==> src/rtl/pipe_ctrl_pkg.sv <==
// rtl/pipe_ctrl_pkg.sv - shared constants, state encoding and stall encoder for pipe_ctrl
package pipe_ctrl_pkg;

  // Reset level and common word values
  localparam logic        RstEnable = 1'b0;
  localparam logic        Stop      = 1'b1;
  localparam logic        NoStop    = 1'b0;
  localparam logic [31:0] ZeroWord  = 32'h0000_0000;

  // Stall masks: bit0 PC, bit1 IF/ID, bit2 ID/EX, bit3 EX/MEM, bit4 MEM/WB, bit5 WB
  localparam logic [5:0] StallMem  = 6'b011111;
  localparam logic [5:0] StallEx   = 6'b001111;
  localparam logic [5:0] StallId   = 6'b000111;
  localparam logic [5:0] StallIf   = 6'b000011;
  localparam logic [5:0] StallNone = 6'b000000;

  typedef enum logic [1:0] {
    CtrlRun     = 2'd0,
    CtrlFlush   = 2'd1,
    CtrlRecover = 2'd2
  } ctrl_state_e;

  // The furthest-along requesting stage decides how much of the pipe freezes
  function automatic logic [5:0] stall_encode(input logic req_if, input logic req_id,
                                              input logic req_ex, input logic req_mem);
    if (req_mem)     return StallMem;
    else if (req_ex) return StallEx;
    else if (req_id) return StallId;
    else if (req_if) return StallIf;
    else             return StallNone;
  endfunction

endpackage

==> src/rtl/pipe_ctrl_wdog.sv <==
// rtl/pipe_ctrl_wdog.sv - MEM-stall watchdog counter for pipe_ctrl
module ctrl_wdog
  import pipe_ctrl_pkg::*;
#(
  parameter int unsigned TIMEOUT = 1024
) (
  input  logic clk,
  input  logic rst,
  input  logic en,
  input  logic req,
  output logic expire
);

  // TIMEOUT of zero turns the watchdog off entirely
  localparam logic        Enabled   = (TIMEOUT != 0);
  localparam logic [15:0] LastCount = Enabled ? 16'(TIMEOUT - 1) : 16'h0000;

  logic [15:0] cnt_q;
  logic [15:0] cnt_d;

  // Count consecutive stalled cycles; any gap or leaving RUN restarts the count
  always_comb begin
    cnt_d = 16'h0000;
    if (en && req) cnt_d = cnt_q + 16'd1;
  end

  // Counter register
  always_ff @(posedge clk) begin
    if (rst == RstEnable) cnt_q <= 16'h0000;
    else                  cnt_q <= cnt_d;
  end

  assign expire = Enabled && en && req && (cnt_q == LastCount);

endmodule

==> src/rtl/pipe_ctrl.sv <==
// rtl/pipe_ctrl.sv - pipeline stall/flush sequencer with bus watchdog and stall counter
module pipe_ctrl
  import pipe_ctrl_pkg::*;
#(
  parameter int unsigned TIMEOUT     = 1024,
  parameter logic [31:0] TIMEOUT_VEC = 32'h0000_0180
) (
  input  logic        clk,
  input  logic        rst,
  input  logic        stallreq_if,
  input  logic        stallreq_id,
  input  logic        stallreq_ex,
  input  logic        stallreq_mem,
  input  logic        flush_req,
  input  logic [31:0] exc_vec,
  output logic [5:0]  stall,
  output logic        flush,
  output logic [31:0] new_pc,
  output logic        bus_timeout,
  output logic [31:0] stall_cycles
);

  ctrl_state_e state_q, state_d;
  logic [31:0] pc_q, pc_d;
  logic        to_q, to_d;
  logic [31:0] stall_cnt_q, stall_cnt_d;
  logic        wdog_expire;

  ctrl_wdog #(.TIMEOUT(TIMEOUT)) u_wdog (
    .clk    (clk),
    .rst    (rst),
    .en     (state_q == CtrlRun),
    .req    (stallreq_mem),
    .expire (wdog_expire)
  );

  // Next state, latched redirect target and combinational stall vector
  always_comb begin
    state_d = state_q;
    pc_d    = pc_q;
    to_d    = to_q;
    stall   = StallNone;
    case (state_q)
      CtrlRun: begin
        stall = stall_encode(stallreq_if, stallreq_id, stallreq_ex, stallreq_mem);
        // A committed exception wins over a simultaneous watchdog expiry
        if (flush_req) begin
          state_d = CtrlFlush;
          pc_d    = exc_vec;
          to_d    = 1'b0;
        end else if (wdog_expire) begin
          state_d = CtrlFlush;
          pc_d    = TIMEOUT_VEC;
          to_d    = 1'b1;
        end
      end
      CtrlFlush:   state_d = CtrlRecover;
      // Requests from squashed stages are ignored here so they cannot act
      CtrlRecover: state_d = CtrlRun;
      default:     state_d = CtrlRun;
    endcase
  end

  // FSM state and redirect registers
  always_ff @(posedge clk) begin
    if (rst == RstEnable) begin
      state_q <= CtrlRun;
      pc_q    <= ZeroWord;
      to_q    <= 1'b0;
    end else begin
      state_q <= state_d;
      pc_q    <= pc_d;
      to_q    <= to_d;
    end
  end

  assign flush       = (state_q == CtrlFlush);
  assign new_pc      = flush ? pc_q : ZeroWord;
  assign bus_timeout = flush && to_q;

  // Saturating count of cycles where the PC is held
  always_comb begin
    stall_cnt_d = stall_cnt_q;
    if (stall[0] == Stop && stall_cnt_q != 32'hFFFF_FFFF) stall_cnt_d = stall_cnt_q + 32'd1;
  end

  // Performance counter register
  always_ff @(posedge clk) begin
    if (rst == RstEnable) stall_cnt_q <= ZeroWord;
    else                  stall_cnt_q <= stall_cnt_d;
  end

  assign stall_cycles = stall_cnt_q;

endmodule
==> config.mk <==
export PLATFORM = sky130hd
export DESIGN_NAME = pipe_ctrl
export DESIGN_NICKNAME = d
export VERILOG_FILES = /design/src/rtl/pipe_ctrl_pkg.sv /design/src/rtl/pipe_ctrl_wdog.sv /design/src/rtl/pipe_ctrl.sv
export SDC_FILE = /design/constraint.sdc
export NUM_CORES = 1
export LEC_CHECK = 0
export CAP_MARGIN = 0
export CORE_ASPECT_RATIO = 1.2
export CORE_MARGIN = 5
export CORE_UTILIZATION = 44
export CTS_BUF_LIST = sky130_fd_sc_hd__clkbuf_8
export DETAILED_ROUTE_END_ITERATION = 8
export PLACE_DENSITY = 0.78
export SETUP_SLACK_MARGIN = 0.3
export SYNTH_ARGS = -nofsm -noshare
export SYNTH_HDL_FRONTEND = slang
export SYNTH_SLANG_ARGS = --single-unit
==> constraint.sdc <==
create_clock -name clk -period 3.5 [get_ports clk]
set_clock_uncertainty 0.1 [all_clocks]
set_input_delay 0.7 -clock clk [delete_from_list [all_inputs] [get_ports clk]]
set_output_delay 0.7 -clock clk [all_outputs]
set_load 0.02 [all_outputs]
==> tab_implementation.tex, run 1 <==
\begin{tabular}{lr}
\hline
Metric & Value \\
\hline
\multicolumn{2}{l}{\textbf{Timing}} \\
\quad Max Clk Rate & about 0.33 GHz \\
\quad Final worst-path cycle share & 85.5\% \\
\quad Post-route worst setup slack & just over 0.5 ns \\
\quad Final hold vios & 0 \\
\quad Clock period minus worst slack & 2.99 ns \\
\quad Unrepaired setup endpoints after global routing & false \\
\quad Relative slew slack & 27.8\% \\
\quad Sum of negative setup slack & 0 ns \\
\quad Setup-violating endpoint count in the final report & 0 \\
\quad Pins over their slew limit & 0 \\
\quad Worst-Margin Slew & 1.08 ns \\
\multicolumn{2}{l}{\textbf{Die}} \\
\quad Core area & $\sim$8600 µm² \\
\quad Site row count & 37 \\
\quad Initial cell density of the core & 45.1\% \\
\quad Horizontal extent of the die & about 96 µm \\
\quad Die Y & about 110 µm \\
\quad Top Ports & 111 \\
\quad Area of the die & between 10000 and 15000 µm² \\
\multicolumn{2}{l}{\textbf{Global route}} \\
\quad Initial antenna violation count & 0 \\
\quad Total GRT Usage & 19.2\% \\
\quad Global routing met3 resource utilization & between 5 and 6\% \\
\quad Met1 usage & 21.8\% \\
\quad Wire length of the first global-routing pass & approximately 16000 µm \\
\quad Maximum number of pins on one net before global-route repair & 41 \\
\quad Vias in the first global route & $\sim$3500 \\
\quad Met2 usage in global routing & 33.6\% \\
\quad Overall overflow remaining after global route & 0 \\
\quad Busiest grt layer & met2 \\
\multicolumn{2}{l}{\textbf{Power}} \\
\quad Largest vdd supply drop & 222 µV \\
\quad P per Cell Area & around 350 nW/µm² \\
\quad Leakage power & 1.78 nW \\
\quad Post-layout power & 1.83 mW \\
\multicolumn{2}{l}{\textbf{Place}} \\
\quad IO buf count & 109 \\
\quad Post-Place Setup Slack & 0.0970 ns \\
\quad Final Wtd Congestion & roughly 0.80 \\
\quad HPWL reported at the end of detailed placement & $\sim$7200 µm \\
\multicolumn{2}{l}{\textbf{Drt}} \\
\quad Final Routed Wirelength & 10300 µm \\
\quad Detailed-route DRC error count & 0 \\
\quad Drt via density & 5.38 \\
\quad Number of optimization iterations in the first detailed-route pass & 4 \\
\quad Antenna-violating nets left & 0 \\
\quad Vias post-DR & 3717 \\
\quad Violation count after the first detailed-route iteration & 170 \\
\quad Per-cell routed wire length & 14.9 µm \\
\multicolumn{2}{l}{\textbf{Worst setup path}} \\
\quad Capturing element type of the critical path & output pin \\
\quad Data arrival, critical path & approximately 2.2 ns \\
\quad Kind of launch point of the worst setup path & input pin \\
\quad Required time of the critical path & roughly 2.7 ns \\
\quad Worst-path maximum fanout & 4 \\
\quad Type of the worst setup path & in -> out \\
\multicolumn{2}{l}{\textbf{Synthesis}} \\
\quad Leading register cell type out of synthesis & sky130\_fd\_sc\_hd\_\_dfxtp\_1 \\
\quad Most used standard cells in the synthesized netlist & sky130\_fd\_sc\_hd\_\_dfxtp\_1, sky130\_fd\_sc\_hd\_\_a21oi\_1, sky130\_fd\_sc\_hd\_\_nand2\_1 \\
\quad Net count after synthesis & 514 \\
\quad Register area share after synthesis & 43.0\% \\
\quad Netlist area before placement & 3860 µm² \\
\quad Post-synth cell types & 44 \\
\quad Share of flip-flops with an asynchronous set or reset after synthesis & 0\% \\
\quad Largest area contributor in the synthesized netlist & sky130\_fd\_sc\_hd\_\_dfxtp\_1 \\
\quad Most frequent cell after synthesis & sky130\_fd\_sc\_hd\_\_dfxtp\_1 \\
\quad Post-synthesis average cell area & about 8.2 µm² \\
\quad Cell count after synthesis & between 400 and 500 \\
\quad Yosys Warn Count & 0 \\
\quad Portion of synthesized cell area occupied by the leading cell type & 43.0\% \\
\quad Synth area leaders & sky130\_fd\_sc\_hd\_\_dfxtp\_1, sky130\_fd\_sc\_hd\_\_a21oi\_1, sky130\_fd\_sc\_hd\_\_nand3\_1 \\
\quad Number of enable-type register cells in the synthesized netlist & 0 \\
\quad Total of flip-flops plus latches after synthesis & 83 \\
\multicolumn{2}{l}{\textbf{Clock network}} \\
\quad CTS Root Buffer Type & sky130\_fd\_sc\_hd\_\_clkbuf\_8 \\
\quad Number of clock sinks & 83 \\
\quad CTS tree & yes \\
\quad Number of buffers added by the clock tree synthesis step & 9 \\
\quad CTS-repair resized insts & 3 \\
\quad Clock insertion delay at the later pin of the skew report & 0.36 ns \\
\quad Depth of the CTS H-tree & 3 \\
\quad CTS clk-pin slew, worst paths & 0.09 ns \\
\quad Setup Buffers After CTS & 0 \\
\quad Buffer depth of the longest clock path & 2 \\
\quad Cts hold-fix bufs & 0 \\
\multicolumn{2}{l}{\textbf{Layout}} \\
\quad Layout overhead on the synthesized area & 35.3\% \\
\quad Diode count & 0 \\
\quad Number of nets in the layout & 610 \\
\quad Fill count & between 700 and 800 \\
\quad Share of post-route cells with drive strength above 1 & 5.75\% \\
\multicolumn{2}{l}{\textbf{Run}} \\
\quad Maximum capacitance violations & 0 \\
\multicolumn{2}{l}{\textbf{Worst hold path}} \\
\quad Class of the tightest hold or removal check & reg -> reg \\
\multicolumn{2}{l}{\textbf{Run status}} \\
\quad Result of the run & completed \\
\hline
\end{tabular}
[critical path, cell delays in order]
cell and delay, ns:
sky130_fd_sc_hd__clkdlybuf4s50_1 0.48, sky130_fd_sc_hd__nor4_4 0.41, sky130_fd_sc_hd__nand2b_2 0.20, sky130_fd_sc_hd__inv_1 0.08
sky130_fd_sc_hd__dlygate4sd2_1 0.33
[power breakdown]
part,switching (mW),total [mW],internal (mW)
Sequential,0.0160,0.989,0.973
Combinational,0.111,0.214,0.103
Clock,0.351,0.628,0.277
Total,0.478,1.83,1.35
[layout by cell type, fill, tap and decap left out, types with 2 or more instances in the layout]
cell type / n
sky130_fd_sc_hd__a21oi_1: 56
sky130_fd_sc_hd__clkinv_2: 3
sky130_fd_sc_hd__or4_1: 10
sky130_fd_sc_hd__nor4_4: 2
sky130_fd_sc_hd__and4_1: 6
sky130_fd_sc_hd__nor2_1: 22
sky130_fd_sc_hd__dfxtp_1: 83
sky130_fd_sc_hd__and3_1: 8
sky130_fd_sc_hd__nor3b_1: 2
sky130_fd_sc_hd__o31a_1: 2
sky130_fd_sc_hd__clkbuf_8: 10
sky130_fd_sc_hd__inv_1: 7
sky130_fd_sc_hd__nor3_1: 4
sky130_fd_sc_hd__xor2_1: 9
sky130_fd_sc_hd__buf_4: 8
sky130_fd_sc_hd__nor4_1: 4
sky130_fd_sc_hd__dlygate4sd2_1: 2
sky130_fd_sc_hd__xnor2_1: 6
sky130_fd_sc_hd__nand3_1: 51
sky130_fd_sc_hd__o21a_1: 2
sky130_fd_sc_hd__o31ai_1: 9
sky130_fd_sc_hd__nand2b_1: 5
sky130_fd_sc_hd__o21ai_0: 16
sky130_fd_sc_hd__ha_1: 2
sky130_fd_sc_hd__and2_1: 36
sky130_fd_sc_hd__clkdlybuf4s50_1: 107
sky130_fd_sc_hd__nand4_1: 9
sky130_fd_sc_hd__mux2i_1: 7
sky130_fd_sc_hd__or3_1: 15
sky130_fd_sc_hd__nand2_1: 52
[flip-flops by register name, summed over array words and instances (netlist names)]
name,count
to_q,1
state_q,2
u_wdog.cnt_q,16
pc_q,32
stall_cycles,32
[path summary, 6_finish.rpt]
path	cells after the start	slack, ns	from	end
max	5	0.51	stallreq_ex	stall[1]
min	2	0.36	to_q$_SDFFE_PN0P_	to_q$_SDFFE_PN0P_
max reg2reg	5	0.99	stall_cycles[14]$_SDFFE_PN0P_	stall_cycles[16]$_SDFFE_PN0P_
min reg2reg	2	0.36	to_q$_SDFFE_PN0P_	to_q$_SDFFE_PN0P_
[per-stage QoR]
stage	utilization (%)	instance area, µm²	hold WS (ns)	cells
after floorplan	-	3860	0.329	473
after global placement	58.9	5050	0.340	675
after detailed placement	58.9	5050	0.348	675
after CTS	61.1	5230	0.361	691
after global routing	61.1	5230	0.380	691
final	61.1	5230	0.359	691
[per-layer routing]
metal  part of all wire [%]  wire length, µm
met1                     41             4230
met2                     52             5330
met3                    5.9              609
met4                    1.2              127
met5                      0                0
[cell families after synthesis]
logic type	count (synthesis)	synth area share [%]
compound gates	87	12.3
xor+xnor	15	3.40
fa+ha+maj	2	0.647
buf+inv	40	4.44
flops	83	43.0
mux	7	1.81
other cells	1	0.0970
simple gates	238	34.3
[cell type report]
cell class | instances | area [µm²] | share of cell area, %
timing repair buffer | 118 | 1170 | 22.3
sequential | 83 | 1660 | 31.8
inverter | 7 | 26.3 | 0.502
clock buffer | 10 | 138 | 2.63
tap | 117 | 146 | 2.80
clock inverter | 6 | 40.0 | 0.766
multi-input combinational | 350 | 2050 | 39.2
No activity file was read; power rests on OpenSTA's default activity.
==> run 2, diff against run 1 <==
--- a/config.mk
+++ b/config.mk
@@ -6,7 +6,7 @@
 export NUM_CORES = 1
 export LEC_CHECK = 0
 export CAP_MARGIN = 0
-export CORE_ASPECT_RATIO = 1.2
+export CORE_ASPECT_RATIO = 1.75
 export CORE_MARGIN = 5
 export CORE_UTILIZATION = 44
 export CTS_BUF_LIST = sky130_fd_sc_hd__clkbuf_8
==> tab_implementation.tex, run 2 (synthesis results as in run 1) <==
\begin{tabular}{lr}
\hline
Metric & Value \\
\hline
\multicolumn{2}{l}{\textbf{Run status}} \\
\quad Result of the run & completed \\
\multicolumn{2}{l}{\textbf{Timing}} \\
\quad Setup-violating endpoint count in the final report & 0 (unchanged) \\
\quad Max Clk Rate & 0.332 GHz (-0.79\%) \\
\quad Clock period minus worst slack & 3.02 ns (+0.0237 ns) \\
\quad Relative slew slack & 25.5\% (-2.3 points) \\
\quad Sum of negative setup slack & 0 ns (unchanged) \\
\quad Worst hold slack after final layout & 0.360 ns (+0.00134 ns) \\
\quad Pins over their slew limit & 0 (unchanged) \\
\quad Final hold vios & 0 (unchanged) \\
\quad Unrepaired setup endpoints after global routing & false \\
\quad Worst-Margin Slew & 1.11 ns (+0.0345 ns) \\
\quad Final worst-path cycle share & 86.2\% (+0.68 points) \\
\multicolumn{2}{l}{\textbf{Place}} \\
\quad HPWL reported at the end of detailed placement & 7630 µm (+5.7\%) \\
\quad Final Wtd Congestion & 0.888 (+12\%) \\
\quad IO buf count & 109 (unchanged) \\
\multicolumn{2}{l}{\textbf{Power}} \\
\quad Combinational share of power & 12.0\% (+0.3 points) \\
\quad Int Pwr & 1.32 mW (-2.6\%) \\
\quad Largest vdd supply drop & 226 µV (+2.1\%) \\
\quad Sequential share of power & 56.1\% (+2.1 points) \\
\quad Leakage power & 1.78 nW (+0.21\%) \\
\quad Net Sw Frac & 25.4\% (-0.76 points) \\
\quad Clock power share & 31.9\% (-2.4 points) \\
\quad P per Cell Area & 339 nW/µm² (-3.2\%) \\
\quad Switching pwr & 447 µW (-6.4\%) \\
\multicolumn{2}{l}{\textbf{Layout}} \\
\quad Most frequent standard cell in the layout excluding fill and tap cells & sky130\_fd\_sc\_hd\_\_clkdlybuf4s50\_1 \\
\quad Fill count & 787 (+3.1\%) \\
\quad Reg area & 1660 µm² (unchanged) \\
\quad Diode count & 0 (unchanged) \\
\quad Most frequent cells in the layout & sky130\_fd\_sc\_hd\_\_clkdlybuf4s50\_1, sky130\_fd\_sc\_hd\_\_dfxtp\_1, sky130\_fd\_sc\_hd\_\_a21oi\_1 \\
\quad Layout overhead on the synthesized area & 34.8\% \\
\quad Number of nets in the layout & 611 (+0.16\%) \\
\quad Area taken by multi-input logic gates & 2050 µm² (+0.24\%) \\
\quad Share of post-route cells with drive strength above 1 & 5.24\% (-0.51 points) \\
\multicolumn{2}{l}{\textbf{Clock network}} \\
\quad CTS Root Buffer Type & sky130\_fd\_sc\_hd\_\_clkbuf\_8 \\
\quad Clock insertion delay at the later pin of the skew report & 0.36 ns (about the same) \\
\quad Buffer depth of the longest clock path & 2 (unchanged) \\
\quad Depth of the CTS H-tree & 3 (unchanged) \\
\quad Number of buffers added by the clock tree synthesis step & 9 (unchanged) \\
\quad CTS tree & yes \\
\quad Number of clock sinks & 83 (unchanged) \\
\quad Cts hold-fix bufs & 0 (unchanged) \\
\quad CTS clk-pin slew, worst paths & 0.08 ns (about the same) \\
\multicolumn{2}{l}{\textbf{Run}} \\
\quad Maximum capacitance violations & 0 (unchanged) \\
\multicolumn{2}{l}{\textbf{Worst setup path}} \\
\quad Required time of the critical path & 2.70 ns (about the same) \\
\quad Kind of launch point of the worst setup path & input pin \\
\quad Worst-path maximum fanout & 4 (unchanged) \\
\quad Capturing element type of the critical path & output pin \\
\quad Type of the worst setup path & in -> out \\
\quad Data arrival, critical path & 2.22 ns (+0.03 ns) \\
\multicolumn{2}{l}{\textbf{Die}} \\
\quad Horizontal extent of the die & 80.8 µm (-15\%) \\
\quad Initial cell density of the core & 44.9\% (-0.26 points) \\
\quad Die Y & 134 µm (+19\%) \\
\quad Site row count & 45 (+22\%) \\
\quad Core area & 8610 µm² (+0.58\%) \\
\quad Top Ports & 111 (unchanged) \\
\quad Area of the die & 10800 µm² (+0.61\%) \\
\multicolumn{2}{l}{\textbf{Drt}} \\
\quad Final Routed Wirelength & 10400 µm (+1.4\%) \\
\quad Detailed-route DRC error count & 0 (unchanged) \\
\quad Antenna-violating nets left & 0 (unchanged) \\
\quad Drt via density & 5.40 (+0.44\%) \\
\quad Violation count after the first detailed-route iteration & 165 (-2.9\%) \\
\quad Number of optimization iterations in the first detailed-route pass & 4 (unchanged) \\
\quad Vias post-DR & 3728 (+0.30\%) \\
\quad Per-cell routed wire length & 15.1 µm (+1.5\%) \\
\multicolumn{2}{l}{\textbf{Global route}} \\
\quad Total GRT Usage & 19.8\% (+0.62 points) \\
\quad Overall overflow remaining after global route & 0 (unchanged) \\
\quad Maximum number of pins on one net before global-route repair & 40 (-2.4\%) \\
\quad Initial antenna violation count & 0 (unchanged) \\
\quad Wire length of the first global-routing pass & 17000 µm (+3.1\%) \\
\quad Vias in the first global route & 3686 (+5.8\%) \\
\multicolumn{2}{l}{\textbf{Worst hold path}} \\
\quad Class of the tightest hold or removal check & reg -> reg \\
\hline
\end{tabular}
[run 2: cell types whose count changed in the layout (fill, tap and decap cells not counted), moves of 2 or more]
cell / change
sky130_fd_sc_hd__dlymetal6s2s_1: +2
sky130_fd_sc_hd__dlygate4sd2_1: -2
sky130_fd_sc_hd__buf_4: +2
sky130_fd_sc_hd__inv_1: +2
[run 2: area by class of cell]
| cell class | instances | area share [%] |
|---|---|---|
| Multi-Input combinational cell | 350 | 39.4 |
| Sequential cell | 83 | 31.9 |
| Timing Repair Buffer | 119 | 22.5 |
| Tap cell | 117 | 2.81 |
| Clock buffer | 9 | 2.38 |
| Inverter | 7 | 0.504 |
| Clock inverter | 5 | 0.480 |
[run 2: through the flow]
stage	power (mW)	utilization, %	cells	setup WS, ns	instance area [µm²]
detailed placement	1.22	58.4	675	0.135	5030
CTS	1.78	60.4	690	0.342	5200
global route	1.85	60.5	690	0.426	5210
floorplan	1.12	-	473	1.04	3860
global placement	1.22	58.4	675	0.186	5030
finish	1.76	60.5	690	0.484	5210
[run 2: worst max-delay path: stages]
cell	delay, ns
sky130_fd_sc_hd__clkdlybuf4s50_1	0.58
sky130_fd_sc_hd__and2_0	0.27
sky130_fd_sc_hd__clkdlybuf4s50_1	0.66
[run 2: routing by layer]
| metal | wire (µm) | track usage, % |
|---|---|---|
| met5 | 0 | 0 |
| met3 | 635 | 3.23 |
| met2 | 5540 | 36.4 |
| met1 | 3990 | 21.0 |
| met4 | 277 | 10.2 |
[run 2: path summary, 6_finish.rpt]
| kind | startpoint | end | slack [ns] | depth (start not counted) |
|---|---|---|---|---|
| setup / recovery | stallreq_mem | stall[4] | 0.48 | 3 |
| hold / removal | to_q$_SDFFE_PN0P_ | to_q$_SDFFE_PN0P_ | 0.36 | 2 |
| setup reg to reg | stall_cycles[14]$_SDFFE_PN0P_ | stall_cycles[24]$_SDFFE_PN0P_ | 0.92 | 5 |
| hold reg to reg | to_q$_SDFFE_PN0P_ | to_q$_SDFFE_PN0P_ | 0.36 | 2 |
[run 2: power groups by stage]
stage	sequential, mW	combinational, mW	clock (mW)
after global placement	1.01	0.208	0
after CTS	0.989	0.215	0.578
final	0.989	0.212	0.563
after detailed placement	1.01	0.211	0
after global routing	0.993	0.234	0.620
after floorplan	1.01	0.109	0
[run 2: what timing repair did]
action,in CTS,in global routing
setup endpoints to repair,2,2
setup buffers,1,0
hold endpoints to repair,0,0
resized for setup,2,2
pin swaps,1,0
